<file path="src/rtl/reg_read_scoreboard_if.sv">
// Decode / register-read / writeback bundle for the register-read scoreboard.
// The master side is the pipeline (decode, RR stage, WB). The slave side is the scoreboard.
interface reg_read_scoreboard_if #(
    parameter int IDX_W = 3
);
    // Handshake: an instruction moves into register read in exactly the cycle where
    // issue=1. issue is a same-cycle function of dec_valid, rr_ready and the interlock state.
    // Decode must hold its fields stable while dec_stall=1. wb_we has no back-pressure.
    logic             dec_valid;
    logic [IDX_W-1:0] dec_src1_idx;
    logic             dec_src1_used;
    logic [IDX_W-1:0] dec_src2_idx;
    logic             dec_src2_used;
    logic [IDX_W-1:0] dec_dst_idx;
    logic             dec_dst_we;
    logic             rr_ready;
    logic             wb_we;
    logic [IDX_W-1:0] wb_idx;
    logic             issue;
    logic             dec_stall;

    modport master (
        output dec_valid, dec_src1_idx, dec_src1_used, dec_src2_idx, dec_src2_used,
        output dec_dst_idx, dec_dst_we, rr_ready, wb_we, wb_idx,
        input  issue, dec_stall
    );

    modport slave (
        input  dec_valid, dec_src1_idx, dec_src1_used, dec_src2_idx, dec_src2_used,
        input  dec_dst_idx, dec_dst_we, rr_ready, wb_we, wb_idx,
        output issue, dec_stall
    );
endinterface

</file>
<file path="src/rtl/reg_read_scoreboard.sv">
// Register-read issue interlock: per-register pending-write counters, a RAW/saturation hazard
// check, and a drain FSM that holds off issue until every in-flight write has retired.
module reg_read_scoreboard #(
    parameter int NUM_REGS = 8,
    parameter int IDX_W    = 3,
    parameter int CNT_W    = 2
) (
    input  logic                clk,
    input  logic                rst,
    reg_read_scoreboard_if.slave bus,
    input  logic                drain_req,
    output logic [NUM_REGS-1:0] busy_vec,
    output logic                drain_done,
    output logic                wb_underflow,
    output logic [15:0]         stall_cycles,
    output logic [1:0]          state_dbg
);

    typedef enum logic [1:0] {
        ST_RUN     = 2'd0,
        ST_DRAIN   = 2'd1,
        ST_DRAINED = 2'd2
    } state_t;

    localparam logic [CNT_W-1:0] CNT_MAX = {CNT_W{1'b1}};

    state_t              state;
    logic [CNT_W-1:0]    cnt     [NUM_REGS];
    logic [CNT_W-1:0]    cnt_nxt [NUM_REGS];
    logic [NUM_REGS-1:0] inc_hit;
    logic [NUM_REGS-1:0] dec_hit;
    logic                hazard;
    logic                inc_en;
    logic                underflow_now;
    logic                all_zero_nxt;

    // The hazard looks at the pre-update counts: a same-cycle WB never bypasses.
    always_comb begin
        hazard = 1'b0;
        if (bus.dec_src1_used && (cnt[bus.dec_src1_idx] != '0))
            hazard = 1'b1;
        if (bus.dec_src2_used && (cnt[bus.dec_src2_idx] != '0))
            hazard = 1'b1;
        if (bus.dec_dst_we && (cnt[bus.dec_dst_idx] == CNT_MAX))
            hazard = 1'b1;
    end

    assign bus.issue     = bus.dec_valid & bus.rr_ready & ~hazard
                         & (state == ST_RUN) & ~drain_req;
    assign bus.dec_stall = bus.dec_valid & ~bus.issue;
    assign inc_en        = bus.issue & bus.dec_dst_we;
    assign state_dbg     = state;

    always_comb begin
        underflow_now = 1'b0;
        all_zero_nxt  = 1'b1;
        inc_hit       = '0;
        dec_hit       = '0;
        for (int i = 0; i < NUM_REGS; i++) begin
            inc_hit[i] = inc_en & (bus.dec_dst_idx == IDX_W'(i));
            dec_hit[i] = bus.wb_we & (bus.wb_idx == IDX_W'(i));
            cnt_nxt[i] = cnt[i];
            if (inc_hit[i] && !dec_hit[i]) begin
                cnt_nxt[i] = cnt[i] + CNT_W'(1);
            end else if (dec_hit[i] && !inc_hit[i]) begin
                if (cnt[i] != '0)
                    cnt_nxt[i] = cnt[i] - CNT_W'(1);
                else
                    underflow_now = 1'b1;
            end
            all_zero_nxt = all_zero_nxt & (cnt_nxt[i] == '0);
        end
    end

    always_ff @(posedge clk or negedge rst) begin
        if (!rst) begin
            for (int i = 0; i < NUM_REGS; i++)
                cnt[i] <= '0;
            busy_vec     <= '0;
            wb_underflow <= 1'b0;
            stall_cycles <= 16'd0;
        end else begin
            for (int i = 0; i < NUM_REGS; i++) begin
                cnt[i]      <= cnt_nxt[i];
                busy_vec[i] <= (cnt_nxt[i] != '0);
            end
            wb_underflow <= wb_underflow | underflow_now;
            if (bus.dec_stall && (stall_cycles != 16'hFFFF))
                stall_cycles <= stall_cycles + 16'd1;
        end
    end

    // drain_done is loaded together with the state so it marks DRAINED with no extra delay.
    always_ff @(posedge clk or negedge rst) begin
        if (!rst) begin
            state      <= ST_RUN;
            drain_done <= 1'b0;
        end else begin
            case (state)
                ST_RUN: begin
                    drain_done <= 1'b0;
                    if (drain_req)
                        state <= ST_DRAIN;
                end
                ST_DRAIN: begin
                    if (!drain_req) begin
                        state      <= ST_RUN;
                        drain_done <= 1'b0;
                    end else if (all_zero_nxt) begin
                        state      <= ST_DRAINED;
                        drain_done <= 1'b1;
                    end else begin
                        drain_done <= 1'b0;
                    end
                end
                ST_DRAINED: begin
                    if (!drain_req) begin
                        state      <= ST_RUN;
                        drain_done <= 1'b0;
                    end else begin
                        drain_done <= 1'b1;
                    end
                end
                default: begin
                    state      <= ST_RUN;
                    drain_done <= 1'b0;
                end
            endcase
        end
    end

endmodule
</file>
<file path="src/flat_wrapper.sv">
// flat-port wrapper written by rule: the top's interface ports become plain ports
module reg_read_scoreboard_flat 
#(
    parameter int NUM_REGS = 8,
    parameter int IDX_W    = 3,
    parameter int CNT_W    = 2
)
  (clk, rst, drain_req, busy_vec, drain_done, wb_underflow, stall_cycles, state_dbg, bus_dec_valid, bus_dec_src1_idx, bus_dec_src1_used, bus_dec_src2_idx, bus_dec_src2_used, bus_dec_dst_idx, bus_dec_dst_we, bus_rr_ready, bus_wb_we, bus_wb_idx, bus_issue, bus_dec_stall);
  reg_read_scoreboard_if #(.IDX_W(IDX_W)) bus_i ();
  input  logic clk;
  input  logic rst;
  input  logic drain_req;
  output logic [NUM_REGS-1:0] busy_vec;
  output logic drain_done;
  output logic wb_underflow;
  output logic [15:0] stall_cycles;
  output logic [1:0] state_dbg;
  input wire logic [$bits(bus_i.dec_valid)-1:0] bus_dec_valid;
  input wire logic [$bits(bus_i.dec_src1_idx)-1:0] bus_dec_src1_idx;
  input wire logic [$bits(bus_i.dec_src1_used)-1:0] bus_dec_src1_used;
  input wire logic [$bits(bus_i.dec_src2_idx)-1:0] bus_dec_src2_idx;
  input wire logic [$bits(bus_i.dec_src2_used)-1:0] bus_dec_src2_used;
  input wire logic [$bits(bus_i.dec_dst_idx)-1:0] bus_dec_dst_idx;
  input wire logic [$bits(bus_i.dec_dst_we)-1:0] bus_dec_dst_we;
  input wire logic [$bits(bus_i.rr_ready)-1:0] bus_rr_ready;
  input wire logic [$bits(bus_i.wb_we)-1:0] bus_wb_we;
  input wire logic [$bits(bus_i.wb_idx)-1:0] bus_wb_idx;
  output wire logic [$bits(bus_i.issue)-1:0] bus_issue;
  output wire logic [$bits(bus_i.dec_stall)-1:0] bus_dec_stall;
  assign bus_i.dec_valid = bus_dec_valid;
  assign bus_i.dec_src1_idx = bus_dec_src1_idx;
  assign bus_i.dec_src1_used = bus_dec_src1_used;
  assign bus_i.dec_src2_idx = bus_dec_src2_idx;
  assign bus_i.dec_src2_used = bus_dec_src2_used;
  assign bus_i.dec_dst_idx = bus_dec_dst_idx;
  assign bus_i.dec_dst_we = bus_dec_dst_we;
  assign bus_i.rr_ready = bus_rr_ready;
  assign bus_i.wb_we = bus_wb_we;
  assign bus_i.wb_idx = bus_wb_idx;
  assign bus_issue = bus_i.issue;
  assign bus_dec_stall = bus_i.dec_stall;
  reg_read_scoreboard #(.NUM_REGS(NUM_REGS), .IDX_W(IDX_W), .CNT_W(CNT_W)) u_core (.clk(clk), .rst(rst), .bus(bus_i), .drain_req(drain_req), .busy_vec(busy_vec), .drain_done(drain_done), .wb_underflow(wb_underflow), .stall_cycles(stall_cycles), .state_dbg(state_dbg));
endmodule
</file>
<file path="config.mk">
export PLATFORM = sky130hd
export DESIGN_NAME = reg_read_scoreboard_flat
export DESIGN_NICKNAME = d
export VERILOG_FILES = /design/src/rtl/reg_read_scoreboard_if.sv /design/src/rtl/reg_read_scoreboard.sv /design/src/flat_wrapper.sv
export SDC_FILE = /design/constraint.sdc
export NUM_CORES = 1
export LEC_CHECK = 0
export CORE_UTILIZATION = 45
export DETAILED_ROUTE_END_ITERATION = 8
export PLACE_DENSITY_LB_ADDON = 0.2
export SYNTH_ARGS = -nofsm -noshare
export SYNTH_HDL_FRONTEND = slang
export SYNTH_SLANG_ARGS = --single-unit
</file>
<file path="constraint.sdc">
create_clock -name clk -period 4.1 [get_ports clk]
set_clock_uncertainty 0.05 [all_clocks]
set_input_delay 1.025 -clock clk [delete_from_list [all_inputs] [get_ports clk]]
set_output_delay 1.025 -clock clk [all_outputs]
set_load 0.1 [all_outputs]
</file>
==> impl_metrics.prom <==
# TYPE chip_impl_metric gauge
chip_impl_info{name="outcome",value="finished, violations left"} 1
chip_impl_info{name="violations",value="design-rule violations"} 1
chip_impl_metric{name="synth_cells",unit=""} 338
chip_impl_info{name="rr_endpoint",value="u_core.state_dbg[0]"} 1
chip_impl_info{name="synth_area_leader_cell",value="sky130_fd_sc_hd__dfrtp_1"} 1
chip_impl_metric{name="die_y",unit="um"} 84.45
chip_impl_metric{name="final_hold_violation_count",unit=""} 0
chip_impl_metric{name="async_reset_ff_frac",unit=""} 1.000
chip_impl_metric{name="p_per_area",unit="nW/um2"} 462.4
chip_impl_metric{name="slew_headroom",unit=""} 0.3298
chip_impl_metric{name="post_synth_instance_area",unit="um2"} 3059
chip_impl_metric{name="critical_path_peak_fanout",unit=""} 6
chip_impl_info{name="synth_commonest_cells",value="44 x sky130_fd_sc_hd__dfrtp_1, 39 x sky130_fd_sc_hd__nor2_1, 35 x sky130_fd_sc_hd__nand2_1"} 1
chip_impl_info{name="tritoncts",value="done"} 1
chip_impl_metric{name="report.final.setup_viol",unit=""} 0
chip_impl_info{name="crit_path_category",value="in2reg"} 1
chip_impl_metric{name="crit_required",unit="ns"} 4.29
chip_impl_metric{name="path_clk_slew",unit="ns"} 0.10
chip_impl_metric{name="whs_path_depth",unit=""} 1
chip_impl_metric{name="first_global_vias",unit=""} 2988
chip_impl_metric{name="placement.cell_area",unit="um2"} 4242
chip_impl_metric{name="drt-pass1-iter-count",unit=""} 8
chip_impl_metric{name="netlist-cell-type-count",unit=""} 58
chip_impl_metric{name="rrSetupSlack",unit="ns"} 0.33
chip_impl_metric{name="number_of_buffers_on_the_longest_clock_path",unit=""} 2
chip_impl_metric{name="reg2regPathDepth",unit=""} 15
chip_impl_metric{name="yosys_warnings",unit=""} 0
chip_impl_metric{name="power.share.switching",unit=""} 0.5100
chip_impl_metric{name="num_vias",unit=""} 3110
chip_impl_metric{name="timing.final.ws_setup",unit="ns"} 0.003595
chip_impl_metric{name="synth_sequential_area_ratio",unit=""} 0.3599
chip_impl_info{name="grt_setup_unrepaired",value="yes"} 1
chip_impl_metric{name="drc_errors",unit=""} 10
chip_impl_metric{name="final_min_period_over_clock_period",unit=""} 0.9991
chip_impl_metric{name="postSynthRegisterBits",unit=""} 44
chip_impl_metric{name="achievable-frequency",unit="GHz"} 0.2441
chip_impl_info{name="endpoint_kind",value="register"} 1
chip_impl_info{name="clk_root_buffer_cell",value="sky130_fd_sc_hd__clkbuf_8"} 1
chip_impl_metric{name="gp_routability_congestion",unit=""} 0.9127
chip_impl_metric{name="globalRoute.totalOverflow",unit=""} 0
chip_impl_metric{name="io_buffers",unit=""} 50
chip_impl_metric{name="drive_gt1_frac",unit=""} 0.3409
chip_impl_metric{name="drt.antenna.violating_nets",unit=""} 0
chip_impl_info{name="hp-class",value="reg2reg"} 1
chip_impl_metric{name="number_of_core_rows",unit=""} 29
chip_impl_metric{name="route.final.wire_length",unit="um"} 9264
chip_impl_metric{name="global_route_wire_length_before_repair",unit="um"} 14390
chip_impl_metric{name="critPathArrivalTime",unit="ns"} 4.28
chip_impl_metric{name="power.internal",unit="mW"} 1.071
chip_impl_metric{name="core_area",unit="um2"} 6459
chip_impl_metric{name="synth.top_cell.area_share",unit=""} 0.3599
chip_impl_metric{name="slew_viol_final",unit=""} 0
chip_impl_metric{name="fp.dieW",unit="um"} 84.45
chip_impl_metric{name="detailedPlacementHpwl",unit="um"} 6613
chip_impl_metric{name="syn2layout_area_growth",unit="%"} 54.56
chip_impl_metric{name="layout.nets",unit=""} 533
chip_impl_metric{name="syn-num-nets",unit=""} 387
chip_impl_info{name="start_kind",value="primary input"} 1
chip_impl_metric{name="min_period",unit="ns"} 4.096
chip_impl_metric{name="number_of_synthesized_flops_with_an_enable_pin",unit=""} 0
chip_impl_info{name="main_combinational_cell_family_by_area_after_synthesis",value="simple AND/OR/NAND/NOR gates"} 1
chip_impl_info{name="worst_hold_startpoint",value="u_core.stall_cycles[4]"} 1
chip_impl_metric{name="synth-adder-area-share",unit=""} 0.1145
chip_impl_metric{name="yosys-mux-area-fraction",unit=""} 0.01104
chip_impl_info{name="synth.area.top_cells",value="sky130_fd_sc_hd__dfrtp_1 36%, sky130_fd_sc_hd__ha_1 11%, sky130_fd_sc_hd__nor2_1 4.8%"} 1
chip_impl_metric{name="h-tree-depth",unit=""} 2
chip_impl_info{name="worstReg2RegStart",value="u_core.state_dbg[1]"} 1
chip_impl_metric{name="drv_cap",unit=""} 0
chip_impl_metric{name="n_antenna_cell",unit=""} 0
chip_impl_metric{name="synth_xor_xnor_area_share",unit=""} 0.05440
chip_impl_metric{name="synth-compound-area-share",unit=""} 0.1431
chip_impl_metric{name="cts_inserted_buffers",unit=""} 5
chip_impl_metric{name="stdcell_area",unit="um2"} 4728
chip_impl_metric{name="worst-slew-pin-transition",unit="ns"} 1.002
chip_impl_info{name="synthMostInstantiatedCell",value="sky130_fd_sc_hd__dfrtp_1"} 1
chip_impl_metric{name="dr.first_iter.drc_count",unit=""} 158
chip_impl_metric{name="postSynthAreaPerCell",unit="um2"} 9.051
chip_impl_info{name="min_delay_worst_endpoint",value="u_core.stall_cycles[4]"} 1
chip_impl_metric{name="die_area",unit="um2"} 7132
chip_impl_metric{name="routed_via_density",unit=""} 5.544
chip_impl_metric{name="initial_antenna_violation_count",unit=""} 0
chip_impl_metric{name="grt_util_all_layers",unit=""} 0.2595
chip_impl_metric{name="ir_worst_vdd",unit="V"} 0.0005867
chip_impl_metric{name="cts_stage_hold_buffer_count",unit=""} 0
chip_impl_metric{name="io_pins",unit=""} 51
chip_impl_metric{name="grt_max_degree",unit=""} 28
chip_impl_metric{name="synth-simple-area-share",unit=""} 0.2740
chip_impl_metric{name="numClockSinks",unit=""} 44
chip_impl_metric{name="cellLeakagePower",unit="nW"} 2.202
chip_impl_metric{name="post_drt_wl_per_cell",unit="um"} 16.51
chip_impl_metric{name="detailedPlace.worstSlack",unit="ns"} -0.6438
chip_impl_metric{name="initial_utilization",unit=""} 0.4737
chip_impl_metric{name="total_switching_power",unit="mW"} 1.115
chip_impl_metric{name="share_clk_of_total_power",unit=""} 0.126
chip_impl_metric{name="insertion_delay",unit="ns"} 0.31
chip_impl_metric{name="hold_ws",unit="ns"} 0.4531
chip_impl_metric{name="combPwrFrac",unit=""} 0.557
chip_impl_metric{name="pwr-share-seq",unit=""} 0.317
chip_impl_info{name="ys.flop_type",value="sky130_fd_sc_hd__dfrtp_1"} 1
[layout make-up]
cell class | count | area (um2)
tap | 77 | 96.34
timing repair buffer | 141 | 1204
inverter | 33 | 123.9
clock buffer | 5 | 68.82
fill | 474 | 1730
multi-input combinational | 259 | 2122
sequential | 44 | 1101
clock inverter | 2 | 12.51
[layer usage]
layer | global-route usage | routed length (um) | vias to the layer above
li1 | - | - | 1490
met1 | 0.3534 | 4061 | 1482
met2 | 0.4203 | 4405 | 118
met3 | 0.04326 | 567 | 20
met4 | 0.09245 | 229 | 0
met5 | 0 | 0 | -
[worst max-delay path: stages]
cell,delay [ns]
sky130_fd_sc_hd__buf_8,0.11
sky130_fd_sc_hd__buf_6,0.12
sky130_fd_sc_hd__nor4_4,0.29
sky130_fd_sc_hd__a311oi_2,0.10
sky130_fd_sc_hd__a22o_4,0.29
sky130_fd_sc_hd__buf_6,0.12
sky130_fd_sc_hd__nor4_4,0.44
sky130_fd_sc_hd__nand2_1,0.16
sky130_fd_sc_hd__o221ai_2,0.24
sky130_fd_sc_hd__o311ai_2,0.14
sky130_fd_sc_hd__or4_4,0.54
sky130_fd_sc_hd__nor4_4,0.32
sky130_fd_sc_hd__buf_4,0.18
sky130_fd_sc_hd__o2111ai_2,0.10
sky130_fd_sc_hd__o211ai_1,0.10
[cell usage in the layout (no fill, tap or decap), types with 3 or more instances in the layout]
master                            count
sky130_fd_sc_hd__or2_2                5
sky130_fd_sc_hd__and3_1               3
sky130_fd_sc_hd__inv_1               32
sky130_fd_sc_hd__xnor2_1             10
sky130_fd_sc_hd__nand3_1             13
sky130_fd_sc_hd__a21oi_2              3
sky130_fd_sc_hd__buf_4               88
sky130_fd_sc_hd__nand2_1             34
sky130_fd_sc_hd__dfrtp_1             44
sky130_fd_sc_hd__o211ai_1             3
sky130_fd_sc_hd__o2111a_1             3
sky130_fd_sc_hd__nand4_1              7
sky130_fd_sc_hd__ha_1                28
sky130_fd_sc_hd__nor2_1              33
sky130_fd_sc_hd__nor3_1               7
sky130_fd_sc_hd__nor2_2               5
sky130_fd_sc_hd__clkbuf_2             4
sky130_fd_sc_hd__and2_1               5
sky130_fd_sc_hd__clkbuf_8             5
sky130_fd_sc_hd__nand2b_1             4
sky130_fd_sc_hd__clkdlybuf4s50_1     34
sky130_fd_sc_hd__a311oi_2             3
sky130_fd_sc_hd__xor2_1               7
sky130_fd_sc_hd__nor2b_1              5
sky130_fd_sc_hd__dlymetal6s2s_1       6
sky130_fd_sc_hd__buf_6                3
sky130_fd_sc_hd__o22ai_1              9
sky130_fd_sc_hd__nor4_4               6
sky130_fd_sc_hd__a21oi_1              5
[repair_timing]
action / in CTS / in global routing
endpoints found under the setup margin: 5 / 4
pin swaps: 26 / 20
setup buffers: 6 / 8
endpoints found under the hold margin: 0 / 0
resized for setup: 44 / 44
[power groups by stage]
stage | registers [mW] | logic [mW] | clock network, mW
after floorplan | 1.07 | 0.331 | 0
after global placement | 0.679 | 1.09 | 0
after detailed placement | 0.684 | 1.11 | 0
after CTS | 0.680 | 1.16 | 0.279
after global routing | 0.705 | 1.29 | 0.296
final | 0.693 | 1.22 | 0.275
[how the worst max path moves through the flow]
| stage | startpoint | slack [ns] | cells after the start | endpoint |
|---|---|---|---|---|
| 4_1_cts | bus_dec_src1_used | 0.0001 | 14 | u_core.state_dbg[0] |
| 3_3_place_gp | bus_dec_src1_idx[1] | -0.56 | 13 | u_core.state_dbg[1] |
| 3_5_place_dp | bus_dec_src1_idx[1] | -0.64 | 13 | u_core.state_dbg[1] |
| 5_1_grt | bus_dec_src1_idx[1] | -0.11 | 15 | u_core.state_dbg[0] |
| 2_1_floorplan | bus_dec_src2_idx[1] | 0.15 | 10 | u_core.stall_cycles[10] |
| 6_report | bus_dec_src1_idx[1] | 0.004 | 15 | u_core.state_dbg[0] |
[state kept, by name (all words and copies together), names as in the netlist]
signal	cells
u_core.state_dbg	2
u_core.busy_vec	8
u_core.wb_underflow	1
u_core.drain_done	1
u_core.cnt	16
u_core.stall_cycles	16
[kinds of logic (layout without fill, tap and decap cells)]
kind of cell               Yosys count  in the layout
AOI/OAI and AO/OA                   55             55
xor gates and xnor gates            19             19
adders and majority gates           28             28
buffers and inverters               35            181
DFF                                 44             44
muxes                                2              2
and+or+nand+nor                    155            155
[per-stage QoR]
| stage | TNS [ns] | power, mW | std cells | utilization |
|---|---|---|---|---|
| after floorplan | 0 | 1.402 | 338 | - |
| after CTS | 0 | 2.123 | 553 | 0.7013 |
| after global placement | -1.973 | 1.774 | 540 | 0.6567 |
| final | 0 | 2.186 | 561 | 0.7321 |
| after detailed placement | -2.140 | 1.798 | 540 | 0.6567 |
| after global routing | -0.2308 | 2.292 | 561 | 0.7321 |
Power figures use the tool's default switching activity.
